===== src/rtl/datapath_sequencer.sv =====
// Multi-cycle control sequencer: decodes one captured instruction into datapath controls.
// Optional feature macro: DPSEQ_ILLEGAL_TRAP_EN adds the `illegal` output flag.
module datapath_sequencer #(
    parameter int DW = 16,
    parameter int RW = 3
) (
    input  logic          clk,
    input  logic          reset,
    input  logic          start,
    input  logic [DW-1:0] instr,
    output logic          busy,
    output logic          done,
    output logic [RW-1:0] readnum,
    output logic [RW-1:0] writenum,
    output logic          write,
    output logic          vsel,
    output logic          loada,
    output logic          loadb,
    output logic          loadc,
    output logic          loads,
    output logic          asel,
    output logic          bsel,
    output logic [1:0]    shift,
    output logic [1:0]    ALUop,
`ifdef DPSEQ_ILLEGAL_TRAP_EN
    output logic          illegal,
`endif
    output logic [DW-1:0] datapath_in
);

    typedef enum logic [2:0] {
        IDLE, DECODE, WRITE_IMM, LOAD_A, LOAD_B, EXEC, WRITE_C, DONE
    } state_t;

    state_t        state, state_nx;
    logic [DW-1:0] ir;

    logic [2:0]    opcode;
    logic [1:0]    op;
    logic          is_mov_imm, is_mov_reg, is_alu, is_cmp, is_mvn, is_legal;

    assign opcode     = ir[15:13];
    assign op         = ir[12:11];
    assign is_mov_imm = (opcode == 3'b110) && (op == 2'b10);
    assign is_mov_reg = (opcode == 3'b110) && (op == 2'b00);
    assign is_alu     = (opcode == 3'b101);
    assign is_cmp     = is_alu && (op == 2'b01);
    assign is_mvn     = is_alu && (op == 2'b11);
    assign is_legal   = is_mov_imm || is_mov_reg || is_alu;

    always_ff @(posedge clk or posedge reset) begin
        if (reset) begin
            state <= IDLE;
            ir    <= '0;
        end else begin
            state <= state_nx;
            if (state == IDLE && start)
                ir <= instr;
        end
    end

    always_comb begin
        state_nx = state;
        unique case (state)
            IDLE:      if (start) state_nx = DECODE;
            DECODE: begin
                // Unsupported encodings fall straight through to DONE with no side effects.
                if (is_mov_imm)                  state_nx = WRITE_IMM;
                else if (is_mov_reg || is_mvn)   state_nx = LOAD_B;
                else if (is_alu)                 state_nx = LOAD_A;
                else                             state_nx = DONE;
            end
            WRITE_IMM: state_nx = DONE;
            LOAD_A:    state_nx = LOAD_B;
            LOAD_B:    state_nx = EXEC;
            EXEC:      state_nx = is_cmp ? DONE : WRITE_C;
            WRITE_C:   state_nx = DONE;
            DONE:      state_nx = IDLE;
            default:   state_nx = IDLE;
        endcase
    end

    always_comb begin
        busy        = (state != IDLE);
        done        = 1'b0;
        readnum     = '0;
        writenum    = '0;
        write       = 1'b0;
        vsel        = 1'b0;
        loada       = 1'b0;
        loadb       = 1'b0;
        loadc       = 1'b0;
        loads       = 1'b0;
        asel        = 1'b0;
        bsel        = 1'b0;
        shift       = 2'b00;
        ALUop       = 2'b00;
        datapath_in = '0;
        unique case (state)
            WRITE_IMM: begin
                writenum    = ir[10:8];
                write       = 1'b1;
                vsel        = 1'b1;
                datapath_in = {{(DW-8){ir[7]}}, ir[7:0]};
            end
            LOAD_A: begin
                readnum = ir[10:8];
                loada   = 1'b1;
            end
            LOAD_B: begin
                readnum = ir[2:0];
                loadb   = 1'b1;
            end
            EXEC: begin
                shift = ir[4:3];
                ALUop = op;
                // MOV-reg rides the ADD path with A forced to zero.
                asel  = is_mov_reg;
                loadc = !is_cmp;
                loads = is_cmp;
            end
            WRITE_C: begin
                writenum = ir[7:5];
                write    = 1'b1;
            end
            DONE:    done = 1'b1;
            default: ;
        endcase
    end

`ifdef DPSEQ_ILLEGAL_TRAP_EN
    assign illegal = (state == DONE) && !is_legal;
`endif

endmodule


===== config.mk =====
export PLATFORM = sky130hd
export DESIGN_NAME = datapath_sequencer
export DESIGN_NICKNAME = d
export VERILOG_FILES = /design/src/rtl/datapath_sequencer.sv
export SDC_FILE = /design/constraint.sdc
export NUM_CORES = 1
export LEC_CHECK = 0
export BUFFER_PORTS_ARGS = -buffer_cell sky130_fd_sc_hd__buf_2
export CAP_MARGIN = 20
export CORE_MARGIN = 4
export CORE_UTILIZATION = 41
export DETAILED_ROUTE_END_ITERATION = 8
export GPL_TIMING_DRIVEN = 0
export HOLD_SLACK_MARGIN = 0.1
export PLACE_DENSITY = 0.8
export REMOVE_ABC_BUFFERS = 1
export SYNTH_ARGS = -nofsm -noshare
export SYNTH_HDL_FRONTEND = slang
export SYNTH_SLANG_ARGS = --single-unit

===== constraint.sdc =====
create_clock -name clk -period 1.85 [get_ports clk]
set_clock_uncertainty 0.15 [all_clocks]
set_input_delay 0.37 -clock clk [delete_from_list [all_inputs] [get_ports clk]]
set_output_delay 0.37 -clock clk [all_outputs]
set_load 0.005 [all_outputs]

# Yosys cells after proc, flatten, opt, wreduce, memory -nomap -nowiden
# Index checks and enable logic that the tools add are counted.
[totals]
elab_cells = 45
register_bits = 19
inputBits = 19
out_inout_bits = 36
[classes]
n_reduce_logical = 11
n_eq_ne = 13
n_mux = 19
[op_table]
columns = ["cell", "count"]
rows = [
  ["$pmux W3 S7", 1],
  ["$eq A3 B3 Y1 const B", 6],
  ["$mux W16", 1],
  ["$mux W3", 4],
  ["$pmux W3 S2", 2],
  ["$mux W1", 9],
  ["$eq A3 B2 Y1 const B", 2],
  ["$logic_and A1 B1 Y1", 5],
  ["$eq A2 B2 Y1 const B", 2],
  ["$mux W2", 2],
  ["$eq A3 B1 Y1 const B", 1],
  ["$logic_not A3 Y1", 1],
  ["$reduce_bool A3 Y1", 1],
  ["$eq A2 B1 Y1 const B", 1],
  ["$logic_not A2 Y1", 1],
  ["$ne A2 B2 Y1 const B", 1],
  ["$reduce_or A2 Y1", 1],
  ["$logic_not A1 Y1", 1],
  ["$logic_or A1 B1 Y1", 1],
]

# Longest topological paths before layout
[depth]
ltp_word = 6
ltp_mapped = 6
depth_no_buf = 4

# Worst setup path after synthesis
# Ideal clock, no wire load.
[synth_path]
kind = "register to output"
start = "register state[2]"
end = "output port datapath_in[10]"
required_ns = 1.330
path_buffers = 2
stages_incl_launch_ff = 5
slack_ns = -0.169
arrival_time_ns = 1.499
cell_sequence = "dfrtp_1 -> buf_6 -> nor3b_1 -> and2_1 -> buf_4"
[synth_via]
elab_chain_cells = 2
[synth_lines]
columns = ["element", "line_no", "source"]
rows = [
  ["start, declared", "35", "state_t state, state_nx;"],
  ["start signal, assigned", "56", "state <= state_nx;"],
  ["$eq A3 B2 Y1", "99", "unique case (state)"],
  ["$mux W16", "99", ""],
  ["end, declared", "28", "output logic [DW-1:0] datapath_in"],
]
# Every way passes these cells.

# Worst setup path in the final report
[layout_path]
start = "register state[1]"
end = "output port datapath_in[13]"
# Same word-level chain as after synthesis.

==> results_tabular.tex <==
\begin{tabular}{lr}
\hline
Metric & Value \\
\hline
\multicolumn{2}{l}{\textbf{Status}} \\
\quad Result of the run & complete, but fails checks \\
\quad Violated checks & negative setup slack \\
\multicolumn{2}{l}{\textbf{Clock tree}} \\
\quad Number of buffers on the longest clock path & 2 \\
\quad CTS tree & done \\
\quad Clock-pin transition on the worst setup and hold timing paths & 110 ps \\
\quad Total CTS buffers & 3 \\
\quad Clk root buf & clkbuf\_4 \\
\quad Clock net sink count & 19 \\
\quad Total number of H-tree levels & 1 \\
\quad Clock latency at the later pin of the worst-skew pair & 300 ps \\
\multicolumn{2}{l}{\textbf{Power}} \\
\quad Int Power & 0.00143 W \\
\quad Net switching power & 0.000885 W \\
\quad Logic pwr share & 51.9\% \\
\quad Leakage & 0.845 nW \\
\quad Clock power frac & 9.3\% \\
\quad Post-layout total power & 0.00231 W \\
\quad Switching part of the total power & 38.2\% \\
\quad Power density normalized to cell area & 1410 mW/mm2 \\
\quad Maximum vdd ir drop & 891 uV \\
\quad Reg power frac & 38.8\% \\
\multicolumn{2}{l}{\textbf{Routing}} \\
\quad Detailed-route vias per instance & 5.15 \\
\quad Average wire length per cell after detail routing & 15.7 um \\
\quad Detailed-route DRC error count & 0 \\
\quad Detailed-router iteration count before antenna repair & 4 \\
\quad Wirelength, routed & 3100 um \\
\quad 1st-iter DRT viols & 23 \\
\quad Antenna-violating nets left & 0 \\
\quad Vias after detailed routing & 1020 \\
\multicolumn{2}{l}{\textbf{Floorplanning}} \\
\quad Std-Cell Rows & 19 \\
\quad Core footprint & 0.00276 mm2 \\
\quad Die outline area & 0.00379 mm2 \\
\quad Die H & 61.6 um \\
\quad IO Count & 55 \\
\quad Die width & 61.6 um \\
\quad Initial core utilization & 42.6\% \\
\multicolumn{2}{l}{\textbf{Timing}} \\
\quad RSZ-0062 raised after global routing & true \\
\quad Number of hold violations in the final report & 0 \\
\quad Minimum clock period & 1970 ps \\
\quad Max Freq & 508 MHz \\
\quad Worst Slack Setup Final & -120 ps \\
\quad Max Slew Vio Count & 0 \\
\quad Worst-margin pin slew & 735 ps \\
\quad Total setup violations reported at the end of the flow & 27 \\
\quad Total negative slack for setup checks & -2070 ps \\
\quad Worst slew margin relative to its limit & 51.0\% \\
\quad Final clock period utilization by the worst path & 106\% \\
\multicolumn{2}{l}{\textbf{Logic synthesis}} \\
\quad Share of Yosys cell area claimed by the top area cell type & 40.4\% \\
\quad Distinct cells, synth & 29 \\
\quad Share of the synthesized netlist area taken by xor and xnor gates & 0\% \\
\quad Portion of netlist area occupied by mux cells & 19.8\% \\
\quad Share of synthesized area occupied by flip-flops and latches & 40.4\% \\
\quad Simple-gate share of the synthesized area & 20.1\% \\
\quad Instance count of the mapped netlist & 108 \\
\quad Largest family of logic cells by synthesized area & simple AND/OR/NAND/NOR gates \\
\quad Most used flip-flop cell after synthesis & dfrtp\_1 \\
\quad Synth warnings & 0 \\
\quad Synthesized-area fraction occupied by ao, oa, aoi and oai cells & 7.02\% \\
\quad Post-synthesis adder-cell area fraction & 0\% \\
\quad Cell taking the most area after synthesis & dfrtp\_1 \\
\quad Ranking of synthesized cells by area & dfrtp\_1 (40\%), mux2\_4 (11\%), and2\_1 (6.9\%), buf\_4 (6.4\%), mux2\_2 (5.7\%) \\
\quad Share of flip-flops with an asynchronous set or reset after synthesis & 100\% \\
\quad Area of the mapped netlist & 0.00118 mm2 \\
\quad Flops \& latches, synth & 19 \\
\quad Post-synth EDFFs & 0 \\
\quad Mean instance size in the synthesized netlist & 10.9 um2 \\
\multicolumn{2}{l}{\textbf{Min path}} \\
\quad Hold crit path type & in -> reg \\
\multicolumn{2}{l}{\textbf{Worst setup path}} \\
\quad Critical path start-end classification & reg -> out \\
\quad Type of origin of the critical path & register \\
\quad Kind of capture point of the worst setup path & output port \\
\quad Data arrival, critical path & 1450 ps \\
\quad Required @ worst endpoint & 1330 ps \\
\quad Max FO, Critical Path & 8 \\
\multicolumn{2}{l}{\textbf{Global route}} \\
\quad Pin count of the biggest net entering global routing & 20 \\
\quad Remaining global-route overflow & 0 \\
\quad Combined global-route utilization of all metal layers & 17.2\% \\
\quad Initial antenna violation count & 0 \\
\quad First-pass GRT wire length & 4800 um \\
\quad Via count of the first global-routing pass & 1064 \\
\multicolumn{2}{l}{\textbf{Place}} \\
\quad Routability congestion estimate from global placement & 0.786 \\
\quad Count of input and output buffers & 53 \\
\quad DP Area & 0.00135 mm2 \\
\quad Detailed-placement wirelength estimate & 1960 um \\
\quad Placed cell count & 177 \\
\multicolumn{2}{l}{\textbf{Finish}} \\
\quad Fraction of layout cells with a size suffix above 1 & 62.9\% \\
\quad Area growth syn-to-layout & 39.6\% \\
\quad Post-Layout Cell Count & 198 \\
\quad Post-layout nets & 187 \\
\quad Inserted Diodes & 0 \\
\quad Post-route standard cell area excluding fillers & 0.00164 mm2 \\
\quad Fill cell count & 226 \\
\quad Post-layout utilization of the core & 59.5\% \\
\multicolumn{2}{l}{\textbf{Flow run}} \\
\quad Count of maximum capacitance violations & 0 \\
\hline
\end{tabular}
## per-stage QoR
step	setup slack, ps	hold WS, ps
2_1_floorplan	-170	171
3_3_place_gp	-427	351
3_5_place_dp	-437	372
4_1_cts	-128	131
5_1_grt	-197	121
6_report	-120	138
## critical path: stages (launching register included)
cell     delay (ps)
dfrtp_2         490
nor3b_4         220
buf_4           150
and2_4          170
buf_2           120
## area by class of cell
class,instances,area (um2),share of cell area (%)
inverters,5,18.8,1.14
multi-input cells,71,644,39.3
clock buffers,4,26.3,1.60
well taps,31,38.8,2.36
flip-flops and latches,19,482,29.3
repair buffers,68,432,26.3
## synthesized netlist by cell type (2+ instances only)
library cell and count:
dfrtp_1 19, and2_1 13, buf_4 10, mux2_4 9
nor2_1 8, mux2_2 6, inv_1 5, a22o_1 3
mux2i_1 3, nand2b_1 3, o21ai_0 3, a211oi_1 2
a21oi_1 2, buf_6 2, nand2_1 2, nand3b_1 2
nand4b_1 2, nor3_1 2, nor3b_1 2
## path summary, 6_finish.rpt
path | startpoint | to | slack [ps] | cells after the start
setup / recovery | state[1] | datapath_in[13] | -120 | 4
hold / removal | instr[14] | ir[14] | 140 | 2
setup reg to reg | state[0] | ir[7] | 70 | 4
hold reg to reg | ir[3] | ir[3] | 390 | 1
max in group asynchronous | reset | state[2] | 460 | 3
min in group asynchronous | reset | ir[4] | 580 | 3
## power groups by stage
stage / Combinational, W / Sequential, W / Clock, W
after CTS: 0.00112 / 0.000876 / 0.000223
after global placement: 0.000805 / 0.000874 / 0
final: 0.00120 / 0.000898 / 0.000214
after global routing: 0.00132 / 0.000934 / 0.000241
after detailed placement: 0.000827 / 0.000893 / 0
after floorplan: 0.000580 / 0.000813 / 0
## cells by family after synthesis
logic type,after synthesis
and+or+nand+nor,38
DFF,19
buffers and inverters,20
AOI/OAI and AO/OA,12
muxes,18
other,1
## metal layers
metal / wire length, um / up-vias / GRT usage (%) / share of wire, %
met4: 63 / 0 / 7.27 / 2.0
met1: 1240 / 501 / 20.5 / 40
met5: 0 / - / 0 / 0
li1: - / 478 / - / -
met2: 1620 / 34 / 29.7 / 52
met3: 175 / 7 / 3.56 / 5.6
## layout by cell type, fill, tap and decap left out, drive strengths merged, types with 3 or more instances in the layout
cell type	count
nand2b	3
buf	67
and2	15
dfrtp	19
nor3	3
o21ai	3
clkbuf	4
a22o	3
nor2	8
inv	5
mux2	15
mux2i	3
## flip-flops by register name, indices dropped and copies added, names as in the netlist
register	flops
ir	16
state	3
## repair_timing
item	CTS	global route
setup endpoints to repair	49	39
gates resized for setup	27	7
hold buffers	1	0
gates cloned	1	1
endpoints found under the hold margin	19	0
buffers inserted	12	2
pin swaps	4	4
Note: power is estimated with default switching activity, not from simulation.
